==> config.mk <==
export PLATFORM = sky130hd
export DESIGN_NAME = rc5_encrypt_core
export DESIGN_NICKNAME = d
export VERILOG_FILES = /design/src/rtl/rc5_pkg.sv /design/src/rtl/rc5_rotl.sv /design/src/rtl/rc5_encrypt_core.sv
export SDC_FILE = /design/constraint.sdc
export NUM_CORES = 1
export LEC_CHECK = 0
export BUFFER_PORTS_ARGS = -buffer_cell sky130_fd_sc_hd__buf_2
export CAP_MARGIN = 15
export CORE_MARGIN = 1.5
export CORE_UTILIZATION = 58
export DETAILED_ROUTE_END_ITERATION = 6
export GPL_TIMING_DRIVEN = 1
export HOLD_SLACK_MARGIN = 0.15
export PLACE_DENSITY = 0.82
export SLEW_MARGIN = 20
export SYNTH_ARGS = -nofsm -noshare
export SYNTH_HDL_FRONTEND = slang
export SYNTH_SLANG_ARGS = --single-unit
==> constraint.sdc <==
create_clock -name clk -period 6.4 [get_ports clk]
set_clock_uncertainty 0.05 [all_clocks]
set_input_delay 0.64 -clock clk [delete_from_list [all_inputs] [get_ports clk]]
set_output_delay 0.64 -clock clk [all_outputs]
set_load 0.01 [all_outputs]
==> src/rtl/rc5_pkg.sv <==
// ---------------------------------------------------------------------------
// rc5_pkg : shared RC5 widths, FSM encoding and key-schedule magic constants
// Revision: 1.0
// ---------------------------------------------------------------------------
`default_nettype none

package rc5_pkg;

  localparam int RC5_W        = 32;
  localparam int RC5_R        = 12;
  localparam int RC5_T        = 2 * (RC5_R + 1);
  localparam int RC5_W_BITS   = $clog2(RC5_W);
  localparam int RC5_T_LENGTH = $clog2(RC5_T);

  // Key-expander seeds for W=32 (odd((e-2)*2^32), odd((phi-1)*2^32))
  localparam logic [31:0] RC5_P32 = 32'hB7E1_5163;
  localparam logic [31:0] RC5_Q32 = 32'h9E37_79B9;

  typedef enum logic [1:0] {
    ST_IDLE     = 2'd0,
    ST_PREFETCH = 2'd1,
    ST_RUN      = 2'd2,
    ST_DONE     = 2'd3
  } state_t;

endpackage

`default_nettype wire

==> src/rtl/rc5_rotl.sv <==
// ---------------------------------------------------------------------------
// rc5_rotl : combinational W-bit rotate-left by a W_BITS-wide amount
// Revision: 1.0
// ---------------------------------------------------------------------------
`default_nettype none

module rc5_rotl #(
  parameter int W = 32,
  localparam int W_BITS = $clog2(W)
) (
  input  logic [W-1:0]      word,
  input  logic [W_BITS-1:0] amount,
  output logic [W-1:0]      rotated
);

  // Bits shifted out of the low copy land in the upper half.
  logic [2*W-1:0] doubled;

  assign doubled = {word, word} << amount;
  assign rotated = doubled[2*W-1:W];

endmodule

`default_nettype wire

==> src/rtl/rc5_encrypt_core.sv <==
// ---------------------------------------------------------------------------
// rc5_encrypt_core : RC5-W/R encryption, one half-round per S-table word read
// Revision: 1.0
// ---------------------------------------------------------------------------
`default_nettype none

module rc5_encrypt_core
  import rc5_pkg::*;
#(
  parameter int W = RC5_W,
  parameter int R = RC5_R,
  localparam int T        = 2 * (R + 1),
  localparam int W_BITS   = $clog2(W),
  localparam int T_LENGTH = $clog2(T)
) (
  input  logic                clk,
  input  logic                rst,
  input  logic                iKeyReady,
  input  logic                iStart,
  input  logic [W-1:0]        iPlainA,
  input  logic [W-1:0]        iPlainB,
  output logic [T_LENGTH-1:0] oS_address,
  input  logic [W-1:0]        iS_sub_i,
  output logic [W-1:0]        oCipherA,
  output logic [W-1:0]        oCipherB,
  output logic                oBusy,
  output logic                oDone
);

  localparam logic [T_LENGTH-1:0] J_LAST = T_LENGTH'(T - 1);

  state_t              state;
  logic [T_LENGTH-1:0] j;
  logic [W-1:0]        a;
  logic [W-1:0]        b;
  logic [W_BITS-1:0]   rot_amount;
  logic [W-1:0]        rot_out;
  logic [W-1:0]        mix;
  logic                first_pair;
  logic [T_LENGTH-1:0] addr_next;

  // A^B == B^A, so one rotator serves both halves; only the amount differs.
  assign rot_amount = j[0] ? a[W_BITS-1:0] : b[W_BITS-1:0];

  rc5_rotl #(.W(W)) u_rotl (
    .word    (a ^ b),
    .amount  (rot_amount),
    .rotated (rot_out)
  );

  assign first_pair = (j[T_LENGTH-1:1] == '0);
  assign mix        = first_pair ? ((j[0] ? b : a) + iS_sub_i) : (rot_out + iS_sub_i);

  // Address runs one word ahead of j to cover the RAM read latency.
  assign addr_next = (j >= J_LAST - T_LENGTH'(1)) ? J_LAST : j + T_LENGTH'(2);

  always_ff @(posedge clk) begin
    if (rst) begin
      state      <= ST_IDLE;
      j          <= '0;
      a          <= '0;
      b          <= '0;
      oS_address <= '0;
      oCipherA   <= '0;
      oCipherB   <= '0;
      oBusy      <= 1'b0;
      oDone      <= 1'b0;
    end else begin
      oDone <= 1'b0;
      case (state)
        ST_IDLE: begin
          if (iStart && iKeyReady) begin
            a          <= iPlainA;
            b          <= iPlainB;
            oS_address <= '0;
            oBusy      <= 1'b1;
            state      <= ST_PREFETCH;
          end
        end
        ST_PREFETCH: begin
          j          <= '0;
          oS_address <= T_LENGTH'(1);
          state      <= ST_RUN;
        end
        ST_RUN: begin
          if (j[0]) b <= mix;
          else      a <= mix;
          if (j == J_LAST) begin
            j          <= '0;
            oS_address <= '0;
            oBusy      <= 1'b0;
            state      <= ST_DONE;
          end else begin
            j          <= j + T_LENGTH'(1);
            oS_address <= addr_next;
          end
        end
        ST_DONE: begin
          oCipherA <= a;
          oCipherB <= b;
          oDone    <= 1'b1;
          state    <= ST_IDLE;
        end
        default: state <= ST_IDLE;
      endcase
    end
  end

endmodule

`default_nettype wire

==> results.txt, run 1 <==
CTS Buf Count = 17
Post-route DRC = 0
Final Slew Violations = 0
Mean Syn Cell Area = 7.813 um2
Mapped Nets = 1478
Clock power frac = 13.0%
fill count = 1475
Core Region = 17420 um2
DP HPWL = 27.02 mm
worst-path fanout max = 28
DR pass1 iterations = 6
row cnt = 48
GRT Max-Usage Layer = met2
clock latency at the later pin of the worst-skew pair = 0.44 ns
Sequential Power Share = 19.9%
worst setup margin = 0.5497 ns
Slew headroom = 28.66%
Synth Instances = 1335
most numerous cell in the Yosys netlist = nor2_1
clock root cell = clkbuf_16
placed cell count = 1642
HP Start = oS_address[1]$_SDFFE_PP0P_
worst slew pin tran = 1.070 ns
fin crit share = 91.41%
global-route wire length before repair = 54.54 mm
Hold WC Path Type = reg2reg
diodes inserted = 0
pin count of the biggest net entering global routing = 94
post-route setup TNS = 0 ns
Worst Setup Start Kind = flip-flop
mapped cell area = 10430 um2
WP data required = 6.64 ns
status = finished, final reports clean
final antenna-violating net count = 0
Leakage = 5.044 nW
Final Wtd Congestion = 1.020
area leader, netlist = dfxtp_1
Netlist cell types = 59
Pint = 0.003436 W
Reg2Reg Depth = 21
RSZ-0062 raised after global routing = false
Finished Layout Cells = 1674
Clock Tree Buf Depth = 2
I/O pins = 171
met1 usage = 48.60%
number of global-route vias before repair = 9656
Max-cap violations = 0
Post-synth EDFFs = 0
chip height = 137.1 um
synth cell count leaders = nor2_1 (217), mux2i_1 (172), dfxtp_1 (142), a21oi_1 (114), nand2_1 (109)
Multi-input gate area = 7153 um2
Switching Fraction = 53.75%
htree depth = 4
total wire length = 36.39 mm
f_max = 170.9 MHz
final setup fails = 0
Synth warnings = 0
total global routing track utilization = 38.42%
drt wl/cell = 21.74 um
reg2reg setup slack = 0.55 ns
CTS resizes = 0
initial antenna violation count = 0
met3 Use GR = 5.815%
min Tclk post-route = 5.850 ns
Die W = 137.1 um
TritonCTS clock tree = built
P_sw = 0.003994 W
hold_buf cts = 0
WS Path Type = reg2reg
Worst VDD drop = 0.4389 mV
Iter 0 DRT Violations = 1198
Storage cell area = 2844 um2
RR Startpoint = j[0]$_SDFFE_PP0P_
Clock Pin Slew Worst Setup and Hold Paths = 0.07 ns
Vias = 10690
reg2reg end = a[28]$_SDFFE_PP0P_
Post-synth top flop = dfxtp_1
post-CTS setup buffer count = 0
GR Overflow Total = 0
Die ar. = 18800 um2
PortBufs = 170
initial core utilization = 59.89%
clk sinks = 142
pre-CTS WS = 0.8049 ns
routing usage on met2 = 62.95%
Hold Path Sink = oS_address[1]$_SDFFE_PP0P_
ranking of synthesized cells by area = dfxtp_1 (27%), mux2i_1 (17%), nor2_1 (7.8%)
flip-flop and latch count after synthesis = 142
Area growth, synth to finish = 14.05%
P per Cell Area = 624.7 nW/um2
fin nets = 1579
Worst Hold Path Cells = 2
Hold Fails Final Rpt = 0
ys async rst share = 0%
post-synth top area share = 27.26%
post-synthesis sequential area ratio = 27.26%
crit path DAT = 6.09 ns
critical path capture point type = flip-flop
share of cells above drive strength 1 = 17.67%
Logic pwr share = 67.1%
vias per cell = 6.383
==> critical path: stages, from the launching register on <==
cell       delay, ns
dfxtp_2         0.39
buf_4           0.36
and3b_1         0.22
a311oi_1        0.52
a21oi_1         0.21
a21oi_1         0.22
mux2i_1         0.13
nand2_1         0.13
nand3_1         0.07
o21ai_0         0.20
ha_1            0.29
inv_1           0.07
fa_1            0.40
nor2b_1         0.19
o211ai_1        0.11
a21boi_0        0.47
o2111ai_1       0.31
a21oi_1         0.28
nor4_1          0.08
or4b_2          0.72
a21oi_1         0.18
a211oi_1        0.10
==> power groups by stage <==
stage          logic (W)  clock network [W]  registers, W
6_report         0.00499           0.000968       0.00148
5_1_grt          0.00537            0.00101       0.00150
4_1_cts          0.00485           0.000966       0.00146
3_5_place_dp     0.00481                  0       0.00148
3_3_place_gp     0.00477                  0       0.00147
2_1_floorplan    0.00361                  0       0.00135
==> stage by stage <==
step                utilization, %  total power, W  hold slack (ns)  cell area [um2]
floorplan                        -        0.004963           0.4261            10430
global placement             65.06        0.006240           0.3931            11330
detailed placement           65.06        0.006287           0.3929            11330
CTS                          68.27        0.007279           0.4105            11890
global route                 68.30        0.007871           0.4525            11900
finish                       68.30        0.007431           0.4106            11900
==> routing by layer <==
| layer | share of wire, % | vias to the layer above |
|---|---|---|
| met5 | 0 | - |
| li1 | - | 5010 |
| met4 | 5.4 | 0 |
| met1 | 40 | 4982 |
| met3 | 7.8 | 102 |
| met2 | 47 | 591 |
==> sequential cells by signal (all words and copies together), names as in the netlist <==
name and cells:
oS_address 5, oCipherA 32, oBusy 1, j 5, oCipherB 32, b 32
oDone 1, state 2, a 32
==> layout by cell type, fill, tap and decap left out, types with 6 or more instances in the layout <==
cell type,n
dfxtp_1,141
o211ai_1,32
nand4_1,8
nand3b_1,7
xor2_1,29
o21ai_0,71
nor3_1,12
a211oi_1,66
nand2_1,106
buf_2,169
a31oi_1,6
nor2_1,217
nor3b_1,6
a21oi_1,113
mux2i_1,168
inv_1,14
o21a_1,6
and2_1,9
a21o_1,26
buf_4,18
xnor2_1,28
ha_1,41
mux2_2,15
nand3_1,16
clkbuf_16,17
and3_1,8
o22ai_1,9
==> cell families (layout without fill, tap and decap cells) <==
kind of cell             Yosys count  after routing  synth area share [%]
multiplexers                     191            191                 18.92
XOR/XNOR                          57             57                 4.786
AND/OR/NAND/NOR                  414            414                 16.94
AO/OA/AOI/OAI                    367            367                 22.25
adder cells (fa/ha/maj)           43             43                 5.230
buffers and inverters            121            235                 4.618
flip-flops                       142            142                 27.26
==> worst max-delay path by stage <==
stage	to	start	cells past startpoint	slack (ns)
6_report	a[28]$_SDFFE_PP0P_	j[0]$_SDFFE_PP0P_	21	0.55
5_1_grt	a[28]$_SDFFE_PP0P_	j[0]$_SDFFE_PP0P_	22	0.25
4_1_cts	a[28]$_SDFFE_PP0P_	j[0]$_SDFFE_PP0P_	22	0.72
3_5_place_dp	b[28]$_SDFFE_PP0P_	j[0]$_SDFFE_PP0P_	22	0.80
3_3_place_gp	a[28]$_SDFFE_PP0P_	j[0]$_SDFFE_PP0P_	21	0.93
2_1_floorplan	b[28]$_SDFFE_PP0P_	j[0]$_SDFFE_PP0P_	22	1.44
==> final cells by class <==
class                   count  share of cell area, %
clock buffers              18                  3.608
well taps                 225                  2.367
flip-flops and latches    142                  23.91
clock inverters            14                  1.094
inverters                  15                 0.4733
repair buffers            188                  8.415
multi-input cells        1072                  60.13
(Power assumes the default switching activity.)
==> run 2, diff against run 1 <==
--- a/config.mk
+++ b/config.mk
@@ -5,6 +5,7 @@
 export SDC_FILE = /design/constraint.sdc
 export NUM_CORES = 1
 export LEC_CHECK = 0
+export ABC_AREA = 1
 export BUFFER_PORTS_ARGS = -buffer_cell sky130_fd_sc_hd__buf_2
 export CAP_MARGIN = 15
 export CORE_MARGIN = 1.5
==> results.txt, run 2 <==
min Tclk post-route = 4.966 ns
CP Capture Point = b[26]$_SDFFE_PP0P_
Post-synth EDFFs = 0
synth cell count leaders = nand2_1 (360), a21oi_1 (264), o21ai_0 (171), dfxtp_1 (142), nand3_1 (108)
post-route setup TNS = 0 ns
share of cells above drive strength 1 = 14.78%
Finished Core Util = 68.36%
Max-cap violations = 0
RR Startpoint = j[0]$_SDFFE_PP0P_
Hold WC Path Type = reg2reg
WS Path Type = reg2reg
Leakage = 5.433 nW
Final Slew Violations = 0
post-synthesis sequential area ratio = 28.74%
initial antenna violation count = 1
Hold Fails Final Rpt = 0
htree depth = 4
Top cell by count, worst path = nand2_1
commonest non-fill, non-tap cell in the layout = nand2_1
I/O pins = 171
DR pass1 iterations = 7
chip height = 133.6 um
f_max = 201.4 MHz
RSZ-0062 raised after global routing = false
clock latency at the later pin of the worst-skew pair = 0.44 ns
total wire length = 38.18 mm
most frequent cells in the layout = nand2_1 (360), a21oi_1 (264), o21ai_0 (171)
worst-path fanout max = 26
metal3 WL = 4.849 mm
DP HPWL = 28.58 mm
hold_buf cts = 0
fin crit share = 77.60%
Core Region = 16640 um2
PortBufs = 170
Logic pwr share = 68.0%
P per Cell Area = 691.1 nW/um2
Clock Tree Buf Depth = 2
Final Wtd Congestion = 1.027
clock root cell = clkbuf_16
pre-CTS WS = 1.652 ns
crit path DAT = 5.22 ns
mapped cell area = 9889 um2
fin nets = 1808
Die ar. = 17840 um2
Area growth, synth to finish = 15.04%
Reg2Reg Depth = 28
Worst VDD drop = 0.3624 mV
CTS Buf Count = 17
final setup fails = 0
Slew headroom = 25.69%
Pint = 0.003354 W
pin count of the biggest net entering global routing = 107
M1 WL = 15.69 mm
row cnt = 47
initial core utilization = 59.42%
Post-synth top flop = dfxtp_1
Worst Hold Path Cells = 2
Worst Setup Start Kind = flip-flop
global-route wire length before repair = 58.31 mm
ranking of synthesized cells by area = dfxtp_1 (29%), nand2_1 (14%), a21oi_1 (13%)
final antenna-violating net count = 0
Met2 Wirelength = 16.20 mm
failing checks = DRC
most numerous cell in the Yosys netlist = nand2_1
Setup crit start = j[0]$_SDFFE_PP0P_
flip-flop and latch count after synthesis = 142
worst slew pin tran = 1.113 ns
slowest stage cell on the critical path = dfxtp_2
post-synth top area share = 28.74%
HP Start = oS_address[4]$_SDFFE_PP0P_
Synth Instances = 1551
worst setup margin = 1.434 ns
Synth warnings = 0
GR Overflow Total = 0
CTS resizes = 0
drt wl/cell = 20.12 um
highest routed metal layer = met5
number of global-route vias before repair = 10580
total global routing track utilization = 42.32%
vias per cell = 6.300
Vias = 11960
Clock power frac = 13.9%
critical path capture point type = flip-flop
reg2reg end = b[26]$_SDFFE_PP0P_
Worst path max stage delay = 0.40 ns
WP data required = 6.66 ns
Die W = 133.6 um
clk sinks = 142
TritonCTS clock tree = built
diodes inserted = 0
Post-route DRC = 1
Clock Pin Slew Worst Setup and Hold Paths = 0.07 ns
Mean Syn Cell Area = 6.376 um2
P_sw = 0.004509 W
area leader, netlist = dfxtp_1
ys async rst share = 0%
post-CTS setup buffer count = 0
Switching Fraction = 57.34%
Iter 0 DRT Violations = 1648
Pwr Total = 0.007863 W
status = complete, but fails checks
reg2reg setup slack = 1.43 ns
Netlist cell types = 44
Mapped Nets = 1694
Sequential Power Share = 18.0%
## run 2: cell count changes after synthesis, sizes merged, moves of 18 or more
| cell | delta |
|---|---|
| a211oi | -61 |
| a21o | -18 |
| a21oi | +150 |
| a221oi | +21 |
| a31oi | +20 |
| inv | +87 |
| mux2i | -156 |
| nand2 | +255 |
| nand3 | +94 |
| nor2 | -122 |
| o211ai | -30 |
| o21ai | +137 |
| xnor2 | -26 |
## run 2: cell families after synthesis
kind of cell / after synthesis / synth area share, %
buffers and inverters: 197 / 8.287
AOI/OAI and AO/OA: 551 / 30.21
xor gates and xnor gates: 16 / 1.417
DFF: 142 / 28.74
muxes: 16 / 1.619
adders and majority gates: 43 / 5.516
and+or+nand+nor: 586 / 24.20
## run 2: how the worst min path moves through the flow
stage	end
5_1_grt	oS_address[3]$_SDFFE_PP0P_
6_report	oS_address[4]$_SDFFE_PP0P_
2_1_floorplan	oCipherB[31]$_SDFFE_PP0P_
4_1_cts	oS_address[4]$_SDFFE_PP0P_
3_3_place_gp	oS_address[0]$_SDFFE_PP0P_
3_5_place_dp	oS_address[4]$_SDFFE_PP0P_
## run 2: routing by layer
layer	vias to the layer above	global-route usage (%)
li1	5570	-
met1	5452	60.00
met2	806	63.79
met3	128	9.323
met4	2	13.65
met5	-	0
## run 2: final cells by class
cell class | instances | area, um2
clock buffers | 17 | 425.4
repair buffers | 188 | 985.9
clock inverters | 15 | 209.0
well taps | 220 | 275.3
multi-input cells | 1212 | 6247
fillers | 1496 | 5265
inverters | 104 | 390.4
flip-flops and latches | 142 | 2844
## run 2: power groups by stage
| stage | sequential (W) | combinational, W | clock, W |
|---|---|---|---|
| floorplan | 0.00138 | 0.00358 | 0 |
| global placement | 0.00140 | 0.00508 | 0 |
| detailed placement | 0.00142 | 0.00508 | 0 |
| CTS | 0.00140 | 0.00512 | 0.00109 |
| global route | 0.00144 | 0.00579 | 0.00113 |
| finish | 0.00142 | 0.00535 | 0.00110 |
## run 2: through the flow
step                hold slack (ns)  instances  instance area (um2)
global route                 0.4592       1898                11380
CTS                          0.4191       1898                11380
finish                       0.4221       1898                11380
detailed placement           0.4085       1866                10740
global placement             0.4039       1866                10740
floorplan                    0.4193       1551                 9889
## run 2: worst max-delay path: cells and delay by family (launching register included)
kind	cells	cell delay, ns
compound gates	10	1.73
buf+inv	5	0.66
simple gates	11	1.39
fa+ha+maj	2	0.58
flops	1	0.40
==> run 3, diff against run 2 <==
--- a/config.mk
+++ b/config.mk
@@ -9,11 +9,11 @@
 export BUFFER_PORTS_ARGS = -buffer_cell sky130_fd_sc_hd__buf_2
 export CAP_MARGIN = 15
 export CORE_MARGIN = 1.5
-export CORE_UTILIZATION = 58
+export CORE_UTILIZATION = 52
 export DETAILED_ROUTE_END_ITERATION = 6
 export GPL_TIMING_DRIVEN = 1
 export HOLD_SLACK_MARGIN = 0.15
-export PLACE_DENSITY = 0.82
+export PLACE_DENSITY = 0.78
 export SLEW_MARGIN = 20
 export SYNTH_ARGS = -nofsm -noshare
 export SYNTH_HDL_FRONTEND = slang
==> constraint.sdc (replaced) <==
create_clock -name clk -period 4.15 [get_ports clk]
set_clock_uncertainty 0.05 [all_clocks]
set_input_delay 0.415 -clock clk [delete_from_list [all_inputs] [get_ports clk]]
set_output_delay 0.415 -clock clk [all_outputs]
set_load 0.01 [all_outputs]
==> results.txt, run 3 (synthesis results as in run 2) <==
initial antenna violation count = 0
Vias = 12450
DP HPWL = 31.37 mm
PortBufs = 170
Multi-input gate area = 6590 um2
clock root cell = clkbuf_16
Sequential Power Share = 15.3%
CTS Buf Count = 17
Pwr Total = 0.01404 W
Clock Tree Buf Depth = 2
Area growth, synth to finish = 28.59%
htree depth = 4
GR Overflow Total = 0
fin nets = 1930
Die ar. = 19850 um2
Worst VDD drop = 0.5311 mV
Storage cell area = 2846 um2
status = finished, final reports clean
Die W = 140.9 um
drt wl/cell = 20.54 um
share of cells above drive strength 1 = 23.94%
number of global-route vias before repair = 10960
Final Slew Violations = 0
reg2reg setup slack = 0.11 ns
pre-CTS WS = -0.02027 ns
TritonCTS clock tree = built
fin crit share = 97.37%
RR Startpoint = j[0]$_SDFFE_PP0P_
worst slew pin tran = 0.9573 ns
crit path DAT = 4.35 ns
pin count of the biggest net entering global routing = 109
Leakage = 6.074 nW
Clock power frac = 11.2%
Hold Fails Final Rpt = 0
total wire length = 41.77 mm
diodes inserted = 0
clock latency at the later pin of the worst-skew pair = 0.44 ns
final setup fails = 0
vias per cell = 6.121
reg2reg end = b[31]$_SDFFE_PP0P_
hold_buf cts = 0
Max-cap violations = 0
row cnt = 50
Switching Fraction = 54.53%
DR pass1 iterations = 7
P per Cell Area = 1104 nW/um2
I/O pins = 171
critical path capture point type = flip-flop
Reg2Reg Depth = 21
fill count = 1701
WS Path Type = reg2reg
min Tclk post-route = 4.041 ns
f_max = 247.5 MHz
commonest non-fill, non-tap cell in the layout = nand2_1
Post-route DRC = 0
worst-path fanout max = 34
Slew headroom = 36.18%
Core Region = 18710 um2
CP Capture Point = b[31]$_SDFFE_PP0P_
global-route wire length before repair = 60.86 mm
P_sw = 0.007657 W
Pint = 0.006383 W
WP data required = 4.46 ns
final antenna-violating net count = 0
Logic pwr share = 73.5%
chip height = 140.9 um
Hold WC Path Type = in2reg
initial core utilization = 52.87%
total global routing track utilization = 39.98%
Worst Setup Start Kind = flip-flop
Clock Pin Slew Worst Setup and Hold Paths = 0.07 ns
Setup crit start = j[0]$_SDFFE_PP0P_
clk sinks = 142
Iter 0 DRT Violations = 1654
worst setup margin = 0.1092 ns
most frequent cells in the layout = nand2_1 (350), a21oi_1 (248), buf_2 (170)
Final Wtd Congestion = 1.024
[run 3: area by class of cell]
type | instances | area share (%)
Multi-Input combinational cell | 1213 | 51.82
Sequential cell | 142 | 22.38
Timing Repair Buffer | 309 | 15.90
Clock buffer | 17 | 3.345
Inverter | 104 | 3.089
Tap cell | 234 | 2.302
Clock inverter | 15 | 1.161
[run 3: what timing repair did]
| item | CTS | global route |
|---|---|---|
| setup buffers | 0 | 7 |
| endpoints found under the setup margin | 4 | 51 |
| gates cloned | 0 | 5 |
| resized for setup | 1 | 98 |
| pin swaps | 0 | 19 |
[run 3: how the worst min path moves through the flow]
stage | from | to | cells past startpoint
6_report | iPlainB[13] | b[13]$_SDFFE_PP0P_ | 3
5_1_grt | iPlainB[28] | b[28]$_SDFFE_PP0P_ | 3
4_1_cts | iPlainB[13] | b[13]$_SDFFE_PP0P_ | 3
3_5_place_dp | oS_address[0]$_SDFFE_PP0P_ | oS_address[0]$_SDFFE_PP0P_ | 2
3_3_place_gp | oS_address[0]$_SDFFE_PP0P_ | oS_address[0]$_SDFFE_PP0P_ | 2
2_1_floorplan | b[31]$_SDFFE_PP0P_ | oCipherB[31]$_SDFFE_PP0P_ | 2
[run 3: power groups by stage]
stage	Clock, W	Combinational, W	Sequential [W]
CTS	0.00155	0.00922	0.00212
finish	0.00157	0.0103	0.00214
floorplan	0	0.00553	0.00212
global route	0.00162	0.0111	0.00218
global placement	0	0.00915	0.00211
detailed placement	0	0.00916	0.00214
[run 3: metrics by stage]
stage	instances	setup TNS, ns	util [%]	area [um2]	hold slack (ns)
after floorplan	1551	0	-	9889	0.4193
after global placement	1990	0	62.21	11640	0.4017
after detailed placement	1990	-0.03874	62.21	11640	0.4075
after CTS	2022	0	65.30	12210	0.2255
after global routing	2034	-0.3131	67.99	12720	0.2345
final	2034	0	67.99	12720	0.2256
[run 3: worst max-delay path, cell delays in order, from the launching register on]
cell and delay (ns):
dfxtp_4 0.38, buf_4 0.17, nand2_2 0.08, o21ai_4 0.10, buf_12 0.21, o21ai_0 0.19
o21ai_0 0.41, nand2_1 0.09, o21ai_1 0.13, a21oi_1 0.10, a22oi_1 0.38, ha_1 0.36
inv_1 0.12, o21bai_1 0.08, a211oi_1 0.28, o21ai_0 0.14, a21oi_1 0.16, buf_4 0.16
inv_1 0.04, nand3_1 0.07, nand3_1 0.10, a21oi_1 0.15
[run 3: metal layers]
| metal | GRT usage [%] | routed length [um] |
|---|---|---|
| met1 | 57.20 | 17390 |
| met2 | 61.27 | 18100 |
| met3 | 8.152 | 4939 |
| met4 | 10.36 | 1343 |
| met5 | 0 | 0 |
